### config.mk
export PLATFORM = sky130hd
export DESIGN_NAME = apb_master_bridge
export DESIGN_NICKNAME = d
export VERILOG_FILES = /design/src/rtl/apb_master_bridge.sv
export SDC_FILE = /design/constraint.sdc
export NUM_CORES = 1
export LEC_CHECK = 0
export BUFFER_PORTS_ARGS = -buffer_cell sky130_fd_sc_hd__buf_2
export CORE_AREA = 2 2 119 121
export CTS_CLUSTER_SIZE = 8
export DETAILED_ROUTE_END_ITERATION = 12
export DIE_AREA = 0 0 121 123
export PLACE_DENSITY = 0.76
export SKIP_CTS_REPAIR_TIMING = 1
export SLEW_MARGIN = 20
export SYNTH_ARGS = -nofsm -noshare
export SYNTH_HDL_FRONTEND = slang
export SYNTH_SLANG_ARGS = --single-unit
### constraint.sdc
create_clock -name PCLK -period 12.83 [get_ports PCLK]
set_input_delay 3.849 -clock PCLK [delete_from_list [all_inputs] [get_ports PCLK]]
set_output_delay 3.849 -clock PCLK [all_outputs]
set_load 0.005 [all_outputs]
### src/rtl/apb_master_bridge.sv
`default_nettype none
// ============================================================================
// Module      : apb_master_bridge
// Description : APB3 initiator. Converts a valid/ready request port into APB
//               SETUP/ACCESS transfers on one of NUM_SLV slaves, waits on
//               PREADY (bounded by TIMEOUT) and returns read data or an error
//               on a one-cycle response strobe.
// Ports       : PCLK, PRESET            clock, async active-high reset
//               req_valid/req_ready     request handshake
//               req_write/addr/wdata    request direction, address, data
//               rsp_valid               one-cycle response strobe
//               rsp_rdata/rsp_err       response data and error (held)
//               PADDR/PWRITE/PWDATA     APB address, direction, write data
//               PENABLE/PSEL            APB access phase, one-hot select
//               PRDATA/PREADY           packed slave read data, per-slave ready
// Revision    : 1.0 - initial release
// ============================================================================
module apb_master_bridge #(
   parameter int          NUM_SLV = 4,
   parameter logic [15:0] BASE_HI = 16'h1000,
   parameter int          TIMEOUT = 255
) (
   input  logic                    PCLK,
   input  logic                    PRESET,
   input  logic                    req_valid,
   output logic                    req_ready,
   input  logic                    req_write,
   input  logic [31:0]             req_addr,
   input  logic [31:0]             req_wdata,
   output logic                    rsp_valid,
   output logic [31:0]             rsp_rdata,
   output logic                    rsp_err,
   output logic [31:0]             PADDR,
   output logic                    PWRITE,
   output logic [31:0]             PWDATA,
   output logic                    PENABLE,
   output logic [NUM_SLV-1:0]      PSEL,
   input  logic [32*NUM_SLV-1:0]   PRDATA,
   input  logic [NUM_SLV-1:0]      PREADY
);

   localparam int          c_IDX_W   = $clog2(NUM_SLV);
   localparam logic [15:0] c_CNT_END = 16'(TIMEOUT - 1);
   localparam logic [NUM_SLV-1:0] c_SEL_ONE = {{(NUM_SLV-1){1'b0}}, 1'b1};

   typedef enum logic [1:0] {
      ST_IDLE   = 2'd0,
      ST_SETUP  = 2'd1,
      ST_ACCESS = 2'd2,
      ST_RESP   = 2'd3
   } state_t;

   state_t               r_state;
   state_t               w_state_nxt;

   logic [31:0]          r_paddr;
   logic                 r_pwrite;
   logic [31:0]          r_pwdata;
   logic [c_IDX_W-1:0]   r_idx;
   logic [15:0]          r_cnt;
   logic [31:0]          r_rdata;
   logic                 r_err;

   logic                 w_hit;
   logic                 w_sel_ready;
   logic [31:0]          w_sel_rdata;
   logic                 w_timeout;
   logic                 w_bus_active;

   assign w_hit     = (req_addr[31:16] == BASE_HI);
   assign w_timeout = (r_cnt == c_CNT_END);

   // Only the latched slave's ready/data are looked at; the rest are ignored.
   always_comb begin
      w_sel_ready = 1'b0;
      w_sel_rdata = 32'd0;
      for (int i = 0; i < NUM_SLV; i++) begin
         if (int'(r_idx) == i) begin
            w_sel_ready = PREADY[i];
            w_sel_rdata = PRDATA[32*i +: 32];
         end
      end
   end

   // ------------------------------------------------------------------------
   // State register
   // ------------------------------------------------------------------------
   always_ff @(posedge PCLK or posedge PRESET) begin
      if (PRESET) begin
         r_state <= ST_IDLE;
      end else begin
         r_state <= w_state_nxt;
      end
   end

   // ------------------------------------------------------------------------
   // Next-state logic
   // ------------------------------------------------------------------------
   always_comb begin
      w_state_nxt = r_state;
      case (r_state)
         ST_IDLE: begin
            if (req_valid) begin
               // A decode miss skips the bus entirely and answers at once.
               w_state_nxt = w_hit ? ST_SETUP : ST_RESP;
            end
         end
         ST_SETUP: begin
            w_state_nxt = ST_ACCESS;
         end
         ST_ACCESS: begin
            if (w_sel_ready || w_timeout) begin
               w_state_nxt = ST_RESP;
            end
         end
         ST_RESP: begin
            w_state_nxt = ST_IDLE;
         end
         default: begin
            w_state_nxt = ST_IDLE;
         end
      endcase
   end

   // ------------------------------------------------------------------------
   // Datapath: request latch, wait counter, response registers
   // ------------------------------------------------------------------------
   always_ff @(posedge PCLK or posedge PRESET) begin
      if (PRESET) begin
         r_paddr  <= 32'd0;
         r_pwrite <= 1'b0;
         r_pwdata <= 32'd0;
         r_idx    <= '0;
         r_cnt    <= 16'd0;
         r_rdata  <= 32'd0;
         r_err    <= 1'b0;
      end else begin
         case (r_state)
            ST_IDLE: begin
               if (req_valid) begin
                  if (w_hit) begin
                     // Bus-facing registers only change for a real transfer,
                     // so PADDR/PWRITE/PWDATA keep their last value on a miss.
                     r_paddr  <= req_addr;
                     r_pwrite <= req_write;
                     r_pwdata <= req_wdata;
                     r_idx    <= req_addr[12 +: c_IDX_W];
                  end else begin
                     r_rdata <= 32'd0;
                     r_err   <= 1'b1;
                  end
               end
            end
            ST_SETUP: begin
               r_cnt <= 16'd0;
            end
            ST_ACCESS: begin
               if (w_sel_ready) begin
                  r_rdata <= r_pwrite ? 32'd0 : w_sel_rdata;
                  r_err   <= 1'b0;
               end else if (w_timeout) begin
                  // Counter value c_CNT_END marks the TIMEOUT-th ACCESS cycle.
                  r_rdata <= 32'd0;
                  r_err   <= 1'b1;
               end else begin
                  r_cnt <= r_cnt + 16'd1;
               end
            end
            default: begin
            end
         endcase
      end
   end

   // ------------------------------------------------------------------------
   // Outputs
   // ------------------------------------------------------------------------
   assign w_bus_active = (r_state == ST_SETUP) || (r_state == ST_ACCESS);

   assign PSEL      = w_bus_active ? (c_SEL_ONE << r_idx) : '0;
   assign PENABLE   = (r_state == ST_ACCESS);
   assign PADDR     = r_paddr;
   assign PWRITE    = r_pwrite;
   assign PWDATA    = r_pwdata;
   assign rsp_valid = (r_state == ST_RESP);
   assign rsp_rdata = r_rdata;
   assign rsp_err   = r_err;
   assign req_ready = (r_state == ST_IDLE) && !PRESET;

endmodule
`default_nettype wire

; ---- After elaboration in Yosys (flattened, before gate mapping)
; Cells that the tools add are included.
; Widths: inputs -> output; s select.
[word_totals]
register_bits = 118
word_cells = 63
output_inout_bits = 105
input_bits = 200
[classes]
shifts = 1
add_sub_neg = 1
eq_ne = 14
reduce_logical = 12
mux = 27
[op_table]
columns = cell, n
row1 = $mux 32, 9
row2 = $pmux 32 s2, 1
row3 = $mux 16, 2
row4 = $pmux 16 s2, 1
row5 = $add 16x1->16 const B, 1
row6 = $eq 16x13->1 const B, 1
row7 = $eq 16x8->1 const B, 1
row8 = $eq 2x2->1 const B, 4
row9 = $mux 1, 8
row10 = $ne 2x2->1 const B, 4
row11 = $pmux 2 s4, 1
row12 = $mux 2, 3
row13 = $reduce_and 3->1, 2
row14 = $eq 2x1->1 const B, 2
row15 = $logic_not 2->1, 2
row16 = $mux 4, 1
row17 = $reduce_and 4->1, 1
row18 = $reduce_bool 2->1, 2
row19 = $shl 1x2->4 const A, 1
row20 = $ne 3x1->1 const B, 1
row21 = $logic_or 1x1->1, 2
row22 = $ne 2x1->1 const B, 1
row23 = $pmux 1 s2, 1
row24 = $reduce_and 2->1, 1
row25 = other kinds (2), 2

; ---- Longest topological paths before layout
[depth]
ltp_word = 8
mapped_depth = 8

; ---- Worst setup path before layout
; OpenSTA, ideal clock, no wires.
[synth_timing]
kind = input to output
startpoint = input port PRESET
endpoint = output port req_ready
path_buffers = 0
required_ps = 8981
cell_stages = 1
setup_slack_ps = 5017
arrival_time_ps = 3964
path_cell_list = nor2b_1
[synth_between]
elab_chain_len = 2
[synth_lines]
columns = element, line
row1 = start: declaration, 24  ; input logic PRESET,
row2 = $logic_not 1->1, 188  ; assign req_ready = (r_state == ST_IDLE) && !PRESET;
row3 = $logic_and 1x1->1, 188
row4 = end: declaration, 26  ; output logic req_ready,
; Every way passes these cells.

; ---- Final worst setup path
; Ends and elaborated chain as after synthesis.

==> metrics.csv <==
stage,metric,value,unit
outcome,status,finished clean,
power_and_ir_drop,Gate power share,24.5,%
setup_path,critical path capture point type,primary output,
global_route,largest net degree at the start of global routing,66,
setup_path,worst r2r src,PADDR[12],
power_and_ir_drop,clock share of power,39.4,%
setup_path,crit path max fanout,2,
clock_tree,Clock Root Buffer,clkbuf_16,
logic_synthesis,Post-synth ARST share,100.0,%
route,number of DRC markers in iteration 0,300,
cells_and_area,area growth from synthesis to layout,41.01,%
hold_path,hold worst-path end,PADDR[28],
route,total number of vias,4689,
clock_tree,Clock Latency Late Sink,0.41,ns
route,residual DRC count,0,
logic_synthesis,Syn Area/Cell,13.90,µm²
clock_tree,clock buffer count from CTS,17,
route,Final ANT Viol Nets,0,
power_and_ir_drop,Psw,0.3739,mW
cells_and_area,fin cells,894,
setup_path,critical path startpoint category,input pin,
logic_synthesis,syn nets,605,
cells_and_area,fillers,1154,
timing,Worst Tran Pin Value,0.9190,ns
power_and_ir_drop,internal power,0.8821,mW
place,GPL Wtd Cong,0.8475,
power_and_ir_drop,post-layout power,1.256,mW
route,drt pass-1 iters,4,
cells_and_area,nets,905,
logic_synthesis,"EDFF count, synth",0,
route,drt total wl,15.45,mm
logic_synthesis,synth cell count leaders,"dfrtp_1, mux2_2, a22o_1",
power_and_ir_drop,Sw Share,29.77,%
place,Post-Place Cells,860,
setup_path,Setup CP Type,in2out,
global_route,GRT met3 Usage,6.273,%
die,Core Area,13610,µm²
die,Starting Density,40.86,%
setup_path,worst r2r path cells,5,
global_route,vias in the first global route,4642,
hold_path,Worst Min Path Start,PADDR[28],
clock_tree,clk sinks,116,
route,Vias/cell,5.245,
cells_and_area,share of post-route cells with drive strength above 1,61.01,%
power_and_ir_drop,LEAKAGE,4.246,nW
setup_path,Worst R2R Setup Slack,9.91,ns
hold_path,Hold Crit Depth,1,
logic_synthesis,most common cell in the netlist,dfrtp_1,
timing,fin crit share,62.56,%
cells_and_area,area occupied by multi-input gates,2477,µm²
timing,final hold vios,0,
die,die area,14880,µm²
place,dpl cell area,7198,µm²
global_route,first-pass GRT wire length,23.12,mm
global_route,GRT Total Usage,20.45,%
timing,max_slew headroom,38.50,%
timing,Max Clk Rate,0.1246,GHz
setup_path,RR Endpoint,rsp_rdata[22],
logic_synthesis,number of synthesis warnings,0,
timing,Tmin final,8.026,ns
clock_tree,Max clock buf depth,2,
global_route,initial antenna violation count,2,
global_route,GR met2 Demand/Resource,35.36,%
timing,Setup Skew,0.007760,ns
place,DPL Wire Length,12.00,mm
power_and_ir_drop,Power Density,160.1,nW/µm²
logic_synthesis,Synth Register Bits,116,
logic_synthesis,sequential area share after synthesis,52.19,%
timing,RSZ-0062 raised after global routing,no,
route,Routed WL per cell,17.28,µm
timing,# setup viols final,0,
timing,final hold slack,0.4664,ns
logic_synthesis,Syn Inst Count,400,
global_route,grt peak-use layer,met2,
timing,Slew Limit Fails,0,
power_and_ir_drop,Flop pwr share,36.1,%
place,IO buf count,304,
die,# IOs,305,
global_route,GR Util met1,23.95,%
global_route,grt ovf,0,
cells_and_area,"Design Area, Final",7843,µm²
logic_synthesis,Netlist cell types,46,
die,die extent in x,121,µm
clock_tree,clock-pin slew on the worst setup and hold paths,0.05,ns
die,Rows,43,
logic_synthesis,Synth area leaders,"dfrtp_1, mux4_2, mux2_2, a22o_1, nor2b_1",
setup_path,CP arrival,4.18,ns
hold_path,Hold Crit Class,reg2reg,
logic_synthesis,post-synth top area cell,dfrtp_1,
timing,Fin Setup TNS,0,ns
clock_tree,CTS tree,built,
logic_synthesis,Mapped Area,5562,µm²
flow_run,Max Cap Viol,0,
logic_synthesis,Synth Flop Type,dfrtp_1,
clock_tree,H-tree levels,4,
setup_path,Worst Path Required,8.98,ns
die,Die Y,123,µm
power_and_ir_drop,Peak VDD IR,0.00009765,V
cells_and_area,register area,2904,µm²
logic_synthesis,Yosys top cell area share,52.19,%
## sequential cells by signal (all words and copies together) (netlist names)
register	count
PWRITE	1
r_cnt	16
PWDATA	32
rsp_rdata	32
PADDR	32
rsp_err	1
r_state	2
## per-layer routing
metal,up-vias,share of wire [%]
met5,-,0
met4,0,2.4
met3,26,7.4
met2,249,52
met1,2274,39
li1,2140,-
## layout by cell type, fill, tap and decap left out, types with 6 or more instances in the layout
master and instances:
clkbuf_16 17, nor4_1 7, nand3_1 10, a211o_1 6, mux2_2 51, mux4_2 32
dfrtp_1 115, nor2b_1 16, nand2_1 18, inv_1 9, a22o_1 34, buf_2 304
o211ai_1 7
## area by class of cell
cell class | instances | share of cell area, %
multi-input cells | 246 | 31.59
clock buffers | 17 | 5.424
clock inverters | 15 | 2.616
repair buffers | 309 | 19.93
diodes | 1 | 0.03191
well taps | 180 | 2.872
inverters | 10 | 0.5105
flip-flops and latches | 116 | 37.03
## kinds of logic after synthesis
family / count (synthesis) / share of synthesized area [%]
buffers and inverters: 38 / 3.375
DFF: 116 / 52.19
adders and majority gates: 5 / 1.125
AOI/OAI and AO/OA: 62 / 9.314
muxes: 85 / 23.64
and+or+nand+nor: 94 / 10.35
## worst max-delay path by stage
stage                endpoint  cells after the start  slack [ns]    from
global placement    req_ready                      3        4.80  PRESET
detailed placement  req_ready                      3        4.80  PRESET
finish              req_ready                      3        4.80  PRESET
floorplan           req_ready                      1        5.02  PRESET
CTS                 req_ready                      3        4.80  PRESET
global route        req_ready                      3        4.77  PRESET
## worst max-delay path, cell delays in order
cell	delay, ns
buf_2	0.12
nor2b_1	0.10
buf_2	0.11
## power by group through the flow
| stage | Clock, mW | Combinational (mW) | Sequential [mW] |
|---|---|---|---|
| after global placement | 0 | 0.297 | 0.457 |
| after floorplan | 0 | 0.168 | 0.459 |
| final | 0.495 | 0.308 | 0.453 |
| after global routing | 0.526 | 0.334 | 0.460 |
| after detailed placement | 0 | 0.309 | 0.459 |
| after CTS | 0.507 | 0.309 | 0.453 |
## metrics by stage
stage	util, %	setup slack (ns)
after floorplan	-	5.017
after global placement	52.88	4.798
after detailed placement	52.88	4.799
after CTS	57.51	4.799
after global routing	57.62	4.771
final	57.62	4.804
(Power assumes the default switching activity.)
